===== config.mk =====
export PLATFORM = sky130hd
export DESIGN_NAME = inv_mix_columns_seq
export DESIGN_NICKNAME = d
export VERILOG_FILES = /design/src/rtl/inv_mix_columns_seq_pkg.sv /design/src/rtl/inv_mix_columns_seq_single_column.sv /design/src/rtl/inv_mix_columns_seq.sv
export SDC_FILE = /design/constraint.sdc
export NUM_CORES = 1
export LEC_CHECK = 0
export CORE_MARGIN = 5
export CORE_UTILIZATION = 51
export DETAILED_ROUTE_END_ITERATION = 10
export PLACE_DENSITY = 0.93
export SLEW_MARGIN = 20
export SYNTH_ARGS = -nofsm -noshare
export SYNTH_HDL_FRONTEND = slang
export SYNTH_SLANG_ARGS = --single-unit
export TNS_END_PERCENT = 20

===== constraint.sdc =====
create_clock -name clk -period 8.6 [get_ports clk]
set_input_delay 2.15 -clock clk [delete_from_list [all_inputs] [get_ports clk]]
set_output_delay 2.15 -clock clk [all_outputs]
set_load 0.03 [all_outputs]

===== src/rtl/inv_mix_columns_seq_pkg.sv =====
// -----------------------------------------------------------------------------
// inv_mix_columns_seq_pkg
// Shared AES helpers for the decryption-side InvMixColumns engine:
//   AES_POLY  : low byte of the reduction polynomial x^8+x^4+x^3+x+1
//   state_e   : engine FSM encoding (IDLE / BUSY / DONE)
//   xtime     : multiply by x in GF(2^8)
//   gf_mul9/0b/0d/0e : InvMixColumns coefficients built from chained xtime
//   inv_rcon  : step a round constant backwards (divide by x in GF(2^8))
// All functions take the polynomial as an argument so a parameterised
// instance can override it.
// -----------------------------------------------------------------------------
package inv_mix_columns_seq_pkg;

  localparam logic [7:0] AES_POLY = 8'h1B;

  typedef enum logic [1:0] {
    IDLE = 2'd0,
    BUSY = 2'd1,
    DONE = 2'd2
  } state_e;

  function automatic logic [7:0] xtime(input logic [7:0] v, input logic [7:0] poly);
    return {v[6:0], 1'b0} ^ (v[7] ? poly : 8'h00);
  endfunction

  // 9 = 8 + 1
  function automatic logic [7:0] gf_mul9(input logic [7:0] v, input logic [7:0] poly);
    logic [7:0] x2, x4, x8;
    x2 = xtime(v, poly);
    x4 = xtime(x2, poly);
    x8 = xtime(x4, poly);
    return x8 ^ v;
  endfunction

  // 0b = 8 + 2 + 1
  function automatic logic [7:0] gf_mul0b(input logic [7:0] v, input logic [7:0] poly);
    logic [7:0] x2, x4, x8;
    x2 = xtime(v, poly);
    x4 = xtime(x2, poly);
    x8 = xtime(x4, poly);
    return x8 ^ x2 ^ v;
  endfunction

  // 0d = 8 + 4 + 1
  function automatic logic [7:0] gf_mul0d(input logic [7:0] v, input logic [7:0] poly);
    logic [7:0] x2, x4, x8;
    x2 = xtime(v, poly);
    x4 = xtime(x2, poly);
    x8 = xtime(x4, poly);
    return x8 ^ x4 ^ v;
  endfunction

  // 0e = 8 + 4 + 2
  function automatic logic [7:0] gf_mul0e(input logic [7:0] v, input logic [7:0] poly);
    logic [7:0] x2, x4, x8;
    x2 = xtime(v, poly);
    x4 = xtime(x2, poly);
    x8 = xtime(x4, poly);
    return x8 ^ x4 ^ x2;
  endfunction

  // Inverse of xtime: an odd value had the polynomial folded in, so undo the
  // reduction first and restore the bit that was shifted out of the top.
  function automatic logic [7:0] inv_rcon(input logic [7:0] r, input logic [7:0] poly);
    logic [7:0] t;
    t = r ^ poly;
    return r[0] ? ({1'b0, t[7:1]} | 8'h80) : {1'b0, r[7:1]};
  endfunction

endpackage


===== src/rtl/inv_mix_columns_seq_single_column.sv =====
// -----------------------------------------------------------------------------
// inv_mix_single_column
// Purely combinational InvMixColumns transform of one 32-bit column.
//   col_i [31:0] : column (a0 = [31:24], a1, a2, a3 = [7:0])
//   col_o [31:0] : transformed column, same byte order
// -----------------------------------------------------------------------------
module inv_mix_single_column
  import inv_mix_columns_seq_pkg::*;
#(
  parameter logic [7:0] POLY = AES_POLY
) (
  input  logic [31:0] col_i,
  output logic [31:0] col_o
);

  logic [7:0] a0, a1, a2, a3;
  logic [7:0] b0, b1, b2, b3;

  assign a0 = col_i[31:24];
  assign a1 = col_i[23:16];
  assign a2 = col_i[15:8];
  assign a3 = col_i[7:0];

  // Circulant matrix rows: 0e 0b 0d 09, rotated right by one per row.
  assign b0 = gf_mul0e(a0, POLY) ^ gf_mul0b(a1, POLY) ^ gf_mul0d(a2, POLY) ^ gf_mul9(a3, POLY);
  assign b1 = gf_mul9(a0, POLY)  ^ gf_mul0e(a1, POLY) ^ gf_mul0b(a2, POLY) ^ gf_mul0d(a3, POLY);
  assign b2 = gf_mul0d(a0, POLY) ^ gf_mul9(a1, POLY)  ^ gf_mul0e(a2, POLY) ^ gf_mul0b(a3, POLY);
  assign b3 = gf_mul0b(a0, POLY) ^ gf_mul0d(a1, POLY) ^ gf_mul9(a2, POLY)  ^ gf_mul0e(a3, POLY);

  assign col_o = {b0, b1, b2, b3};

endmodule


===== src/rtl/inv_mix_columns_seq.sv =====
// -----------------------------------------------------------------------------
// inv_mix_columns_seq
// Iterative InvMixColumns engine for the AES decryption datapath. A block is
// accepted in IDLE, COLS_PER_CYCLE columns are transformed per BUSY cycle, and
// the result is held in DONE until the downstream handshake. The round
// constant is stepped backwards alongside for the reverse key schedule.
// Ports:
//   clk, rst            : rising-edge clock, asynchronous active-high reset
//   in_valid / in_ready : input handshake (in_ready high only in IDLE)
//   in_state  [127:0]   : state, s0 = [127:120] ... s15 = [7:0]
//   in_rcon   [7:0]     : round constant of the current round
//   out_valid/out_ready : output handshake (out_valid high only in DONE)
//   out_state [127:0]   : InvMixColumns(in_state), same byte order
//   out_rcon  [7:0]     : in_rcon divided by x in GF(2^8)
// -----------------------------------------------------------------------------
module inv_mix_columns_seq
  import inv_mix_columns_seq_pkg::*;
#(
  parameter int         COLS_PER_CYCLE = 1,
  parameter logic [7:0] POLY           = AES_POLY
) (
  input  logic         clk,
  input  logic         rst,
  input  logic         in_valid,
  output logic         in_ready,
  input  logic [127:0] in_state,
  input  logic [7:0]   in_rcon,
  output logic         out_valid,
  input  logic         out_ready,
  output logic [127:0] out_state,
  output logic [7:0]   out_rcon
);

  if (!(COLS_PER_CYCLE == 1 || COLS_PER_CYCLE == 2 || COLS_PER_CYCLE == 4)) begin : g_bad_cols
    $error("inv_mix_columns_seq: COLS_PER_CYCLE must be 1, 2 or 4");
  end

  state_e          state_q, state_d;
  logic [1:0]      col_idx_q, col_idx_d;
  logic [3:0][31:0] work_q, work_d;
  logic [7:0]      rcon_q, rcon_d;
  logic            out_valid_q, out_valid_d;

  logic [COLS_PER_CYCLE-1:0][1:0]  slot;
  logic [COLS_PER_CYCLE-1:0][31:0] col_in, col_out;
  logic [2:0]                      idx_sum;

  // Column c occupies work_q[3-c] (column 0 is the top 32 bits), and 3-c on
  // two bits is simply ~c.
  for (genvar k = 0; k < COLS_PER_CYCLE; k++) begin : g_col
    assign slot[k]   = ~(col_idx_q + 2'(k));
    assign col_in[k] = work_q[slot[k]];

    inv_mix_single_column #(.POLY(POLY)) u_col (
      .col_i (col_in[k]),
      .col_o (col_out[k])
    );
  end

  // Carry out of the 2-bit column counter marks the cycle that finishes
  // column 3; the low bits wrap back to 0 on the way into DONE.
  assign idx_sum = {1'b0, col_idx_q} + 3'(COLS_PER_CYCLE);

  always_comb begin
    state_d   = state_q;
    col_idx_d = col_idx_q;
    work_d    = work_q;
    rcon_d    = rcon_q;
    unique case (state_q)
      IDLE: begin
        if (in_valid) begin
          work_d    = in_state;
          rcon_d    = inv_rcon(in_rcon, POLY);
          col_idx_d = 2'd0;
          state_d   = BUSY;
        end
      end
      BUSY: begin
        for (int k = 0; k < COLS_PER_CYCLE; k++) begin
          work_d[slot[k]] = col_out[k];
        end
        col_idx_d = idx_sum[1:0];
        if (idx_sum[2]) state_d = DONE;
      end
      DONE: begin
        if (out_ready) state_d = IDLE;
      end
      default: state_d = IDLE;
    endcase
    out_valid_d = (state_d == DONE);
  end

  always_ff @(posedge clk or posedge rst) begin
    if (rst) begin
      state_q     <= IDLE;
      col_idx_q   <= 2'd0;
      work_q      <= '0;
      rcon_q      <= 8'h00;
      out_valid_q <= 1'b0;
    end else begin
      state_q     <= state_d;
      col_idx_q   <= col_idx_d;
      work_q      <= work_d;
      rcon_q      <= rcon_d;
      out_valid_q <= out_valid_d;
    end
  end

  assign in_ready  = (state_q == IDLE);
  assign out_valid = out_valid_q;
  assign out_state = work_q;
  assign out_rcon  = rcon_q;

endmodule


==> results.json, run 1 <==
{
  "run_status": "finished clean",
  "rsz0062_at_grt": "no",
  "synthDistinctLibCells": 33,
  "nFillCells": 1182,
  "final_nets": 1112,
  "worst_path_largest_cell_delay_ps": 770,
  "antenna-diode-count": 0,
  "detail-route-antenna-nets": 0,
  "viasPerCell": 6.29,
  "cts_hold_buf": 0,
  "postCtsSetupBuffers": 0,
  "setup_violations": 0,
  "most-common-layout-cells": "clkdlybuf4s50_1, dfrtp_1, a22oi_1",
  "floorplan.die_area_um2": 20000,
  "clock_latency_of_the_later_clocked_register_in_the_worst_skew_pair_ps": 430,
  "worstPathCellList": "clkdlybuf4s50_1, and2_4, buf_4, mux2_2",
  "finClkSkew_ps": 11.1,
  "place.gp.congestion": 0.960,
  "hold_viol_final": 0,
  "areaGrowthSynthToFinish_pct": 40.4,
  "worstSetupStartpointType": "primary input",
  "cts_tree": "done",
  "numClockSinks": 141,
  "grt_pass1_vias": 7902,
  "tightest_slew_ps": 1150,
  "ios": 278,
  "grt_pass1_wl_mm": 45.5,
  "synth_flop_cell": "dfrtp_1",
  "io_buffer_count": 277,
  "detail_route.wl_per_cell_um": 25.1,
  "remaining_design_rule_violation_count": 0,
  "seqCellArea_um2": 3530,
  "post-route-period-util_pct": 50.1,
  "core_area_um2": 17100,
  "dr.first_iter.drc_count": 685,
  "worst_setup_hold_path_clk_slew_ps": 60,
  "drv_slew": 0,
  "start_util_pct": 51.3,
  "hpwl_mm": 21.3,
  "antenna_found_initial": 0,
  "crit_required_ps": 8910,
  "crit_fanout": 77,
  "grt_util_all_layers_pct": 29.9,
  "mappedNetlistNets": 863,
  "drt-total-wl_mm": 30.3,
  "globalRouteOverflowTotal": 0,
  "min_path_type": "flop to flop",
  "clock_path_buffers": 2,
  "synth_edf_count": 0,
  "most_common_cell_after_layout_fill_and_taps_aside": "clkdlybuf4s50_1",
  "number_of_clock_buffers_inserted_by_tritoncts": 17,
  "ys_ff_latch": 141,
  "timing.max_slew.rel_slack_pct": 23.1,
  "slowest_stage": "and2_4",
  "h-tree-depth": 4,
  "achievable-frequency_mhz": 232,
  "route.vias.total": 7586,
  "max_cap_viol_count": 0,
  "rows": 48,
  "multi_input_area_um2": 4990,
  "worst_setup_path_end_kind": "flop",
  "seq_area_frac_synth_pct": 40.2,
  "drtPass1Iterations": 6,
  "largest_net_degree_at_the_start_of_global_routing": 78,
  "die-width_um": 141,
  "synth.avg_cell_area_um2": 12.2,
  "final_layout_size_suffix_gt1_share_pct": 11.4,
  "post_synthesis_instance_area_um2": 8790,
  "setup.worst_path.class": "primary input to flop",
  "cts-root-buf": "clkbuf_16",
  "number_of_synthesis_warnings": 0,
  "critical_path_at_ps": 4610,
  "totalNegativeSetupSlack_ps": 0,
  "synthArstFlopShare_pct": 100,
  "post_cts_resized": 0,
  "syn-instance-count": 719,
  "final.min_clock_period_ps": 4310,
  "die-height_um": 141
}
## metal layers
| metal | wire (um) | track usage [%] | part of all wire, % | up-vias |
|---|---|---|---|---|
| met1 | 11300 | 38.4 | 37 | 3795 |
| met4 | 1160 | 12.4 | 3.8 | 0 |
| met3 | 3120 | 8.29 | 10 | 78 |
| met5 | 0 | 0 | 0 | - |
| li1 | - | - | - | 3180 |
| met2 | 14700 | 48.2 | 49 | 533 |
## path summary, 6_finish.rpt
kind	startpoint	end	slack, ps	cells after the start
worst max-delay path	in_valid	out_rcon[1]	4290	4
worst min-delay path	out_rcon[4]	out_rcon[4]	510	1
worst max register to register	col_idx_q[0]	out_state[91]	4420	7
worst min register to register	out_rcon[4]	out_rcon[4]	510	1
max in group asynchronous	rst	col_idx_q[0]	5000	3
min in group asynchronous	rst	out_state[62]	2170	2
## cell usage after synthesis, types with 2 or more instances
master / count / share of area [%]
xnor3_1: 25 / 6.4
xor2_2: 4 / 0.74
mux2_2: 5 / 0.64
buf_4: 6 / 0.51
buf_2: 5 / 0.28
xor3_1: 4 / 1.1
clkbuf_1: 40 / 1.7
nor2_1: 9 / 0.38
buf_6: 4 / 0.51
mux4_2: 30 / 7.7
xnor2_1: 107 / 11
nand2_1: 8 / 0.34
o21ai_1: 60 / 3.4
dfrtp_1: 141 / 40
mux4_1: 2 / 0.60
xnor2_2: 12 / 2.2
xnor3_4: 2 / 0.60
xnor3_2: 5 / 1.4
a21oi_1: 8 / 0.46
o21ai_0: 69 / 3.9
inv_1: 4 / 0.17
a22oi_1: 128 / 11
xor2_1: 27 / 2.7
ha_1: 4 / 0.57
xnor2_4: 2 / 0.63
## state kept, by name, summed over array words and instances, names as in the netlist
register   cells
out_rcon       8
out_state    128
state_q        2
col_idx_q      2
out_valid      1
## final cells by class
type                       instances  share of cell area [%]
inverter                           4                   0.162
clock buffer                      19                    3.51
clock inverter                    13                    1.35
tap                              225                    2.28
sequential                       141                    28.6
multi-input combinational        516                    40.4
timing repair buffer             288                    23.6
## per-stage QoR
step | hold WS, ps | std cells | instance area (um^2) | utilization [%] | worst slack (ps)
floorplan | 468 | 719 | 8790 | - | 2670
global placement | 496 | 1171 | 11700 | 68.1 | 3960
detailed placement | 498 | 1171 | 11700 | 68.1 | 3930
CTS | 511 | 1203 | 12300 | 71.6 | 4360
global route | 527 | 1206 | 12300 | 72.1 | 4230
finish | 510 | 1206 | 12300 | 72.1 | 4290
## worst max-delay path: cells and delay by family
family	cells	cell delay (ps)
mux	1	410
simple gates	1	770
buf+inv	2	1210
## cells by family (layout without fill, tap and decap cells)
logic type | after synthesis | count (layout) | share of synthesized area (%)
AOI/OAI and AO/OA | 265 | 265 | 18.7
xor gates and xnor gates | 190 | 190 | 27.0
DFF | 141 | 141 | 40.2
buffers and inverters | 62 | 324 | 3.63
muxes | 38 | 38 | 9.04
and+or+nand+nor | 19 | 19 | 0.869
adders and majority gates | 4 | 4 | 0.570
Power of run 1 is not shown: default switching activity piles up to over one toggle a cycle in this logic, so the estimate is an artifact.
==> run 2: changes to the inputs <==
CORE_UTILIZATION = 43   (was 51)
PLACE_DENSITY = 0.84   (was 0.93)
clock period = 3.82 ns   (was 8.6 ns; I/O delays follow)
==> run 2 against run 1 <==
- critical path depth grew 3
- die area grew 17%
- design area grew 0.73%
- clock skew shrank 1.5 ps
- register-to-register slack lost 4100 ps
- setup slack lost 4000 ps
- first-iteration DRC count shrank 7.0%
- hold slack lost 5.6 ps
- global-route usage shrank 3.8 points
- sequential share of layout area shrank 0.21 points
- sequential cell count is the same
- wire length grew 1.9%
- highest routed layer unchanged
==> results.json, run 2 (synthesized netlist as in run 1, its figures left out) <==
{
  "die-width_um": 153,
  "remaining_design_rule_violation_count": 0,
  "antenna-diode-count": 0,
  "place_area_um2": 11900,
  "max_cap_viol_count": 0,
  "crit_required_ps": 4090,
  "finalWorstSetupSlack_ps": 324,
  "globalRouteOverflowTotal": 0,
  "totalNegativeSetupSlack_ps": 0,
  "dr.first_iter.drc_count": 637,
  "worst-r2r-cell-count": 7,
  "largest_net_degree_at_the_start_of_global_routing": 142,
  "clock_path_buffers": 2,
  "final.min_clock_period_ps": 3500,
  "die-height_um": 153,
  "final_layout_size_suffix_gt1_share_pct": 12.2,
  "drt-total-wl_mm": 30.8,
  "number_of_clock_buffers_inserted_by_tritoncts": 17,
  "viasPerCell": 5.89,
  "hold_viol_final": 0,
  "global_routing_met1_resource_utilization_pct": 34.1,
  "achievable-frequency_mhz": 286,
  "run_status": "finished clean",
  "start_util_pct": 43.6,
  "place.gp.congestion": 0.984,
  "grt_use_met2_pct": 42.7,
  "finClkSkew_ps": 9.62,
  "met3_demand_to_capacity_share_in_global_routing_pct": 7.15,
  "core_area_um2": 20200,
  "tightest_slew_ps": 756,
  "detail_route.wl_per_cell_um": 24.4,
  "numClockSinks": 141,
  "largest_register_ff_count": 128,
  "h-tree-depth": 4,
  "drtPass1Iterations": 5,
  "timing.reg2reg.setup_slack_ps": 320,
  "grt_pass1_wl_mm": 47.4,
  "most_common_cell_after_layout_fill_and_taps_aside": "clkdlybuf4s50_1",
  "worst_setup_path_end_kind": "flop",
  "grt_pass1_vias": 8007,
  "floorplan.die_area_um2": 23400,
  "route.vias.total": 7441,
  "postCtsSetupBuffers": 0,
  "io_buffer_count": 277,
  "areaGrowthSynthToFinish_pct": 41.4,
  "critical_path_at_ps": 3770,
  "crit_fanout": 18,
  "setup.worst_path.class": "flop to flop",
  "min_delay_path_depth": 1,
  "rsz0062_at_grt": "no",
  "final_nets": 1124,
  "timing.max_slew.rel_slack_pct": 49.6,
  "gr-max-usage-layer": "met2",
  "cts_tree": "done",
  "cts_hold_buf": 0,
  "antenna_found_initial": 0,
  "post-route-period-util_pct": 91.5,
  "pre_cts_slack_ps": 361,
  "drv_slew": 0,
  "post_cts_resized": 0,
  "layout.cell_area.non_filler_um2": 12400,
  "worstSetupStartpointType": "flop",
  "detail-route-antenna-nets": 0,
  "worst_setup_hold_path_clk_slew_ps": 60,
  "most-common-layout-cells": "clkdlybuf4s50_1, dfrtp_1, a22oi_1",
  "ios": 278,
  "setup_violations": 0,
  "clock_latency_of_the_later_clocked_register_in_the_worst_skew_pair_ps": 430,
  "grt_util_all_layers_pct": 26.1,
  "rows": 52,
  "hpwl_mm": 22.9,
  "cts-root-buf": "clkbuf_16",
  "min_path_type": "flop to flop",
  "worst_hold_margin_ps": 504
}
-- run 2: metrics by stage --
stage	std cells	utilization [%]
3_3_place_gp	1231	58.9
4_1_cts	1263	61.6
2_1_floorplan	719	-
3_5_place_dp	1231	58.9
6_report	1263	61.6
5_1_grt	1263	61.6
-- run 2: path summary, 6_finish.rpt --
| check | to | from |
|---|---|---|
| worst max-delay path | out_state[25] | col_idx_q[0] |
| worst min-delay path | state_q[0] | state_q[1] |
| worst max register to register | out_state[25] | col_idx_q[0] |
| worst min register to register | state_q[0] | state_q[1] |
| max in group asynchronous | col_idx_q[0] | rst |
| min in group asynchronous | out_state[31] | rst |
-- run 2: final cells by class --
type	instances	area, um^2
clock buffer	26	509
inverter	4	18.8
sequential	141	3530
tap	270	338
multi-input combinational	516	4990
clock inverter	6	35.0
fill	1584	7740
timing repair buffer	300	3010
-- run 2: layer usage --
layer  up-vias  wire length [um]
li1       3200                 -
met1      3724             12100
met2       467             15000
met3        50              2990
met4         0               721
met5         -                 0
-- run 2: critical path, stage by stage (launching register included) --
cell and delay, ps:
dfrtp_2 520, buf_12 230, mux4_2 690, xor2_4 380, xnor3_2 550, xnor2_1 170
xnor2_1 570, o21ai_0 210
Power of run 2 is left out for the same reason.
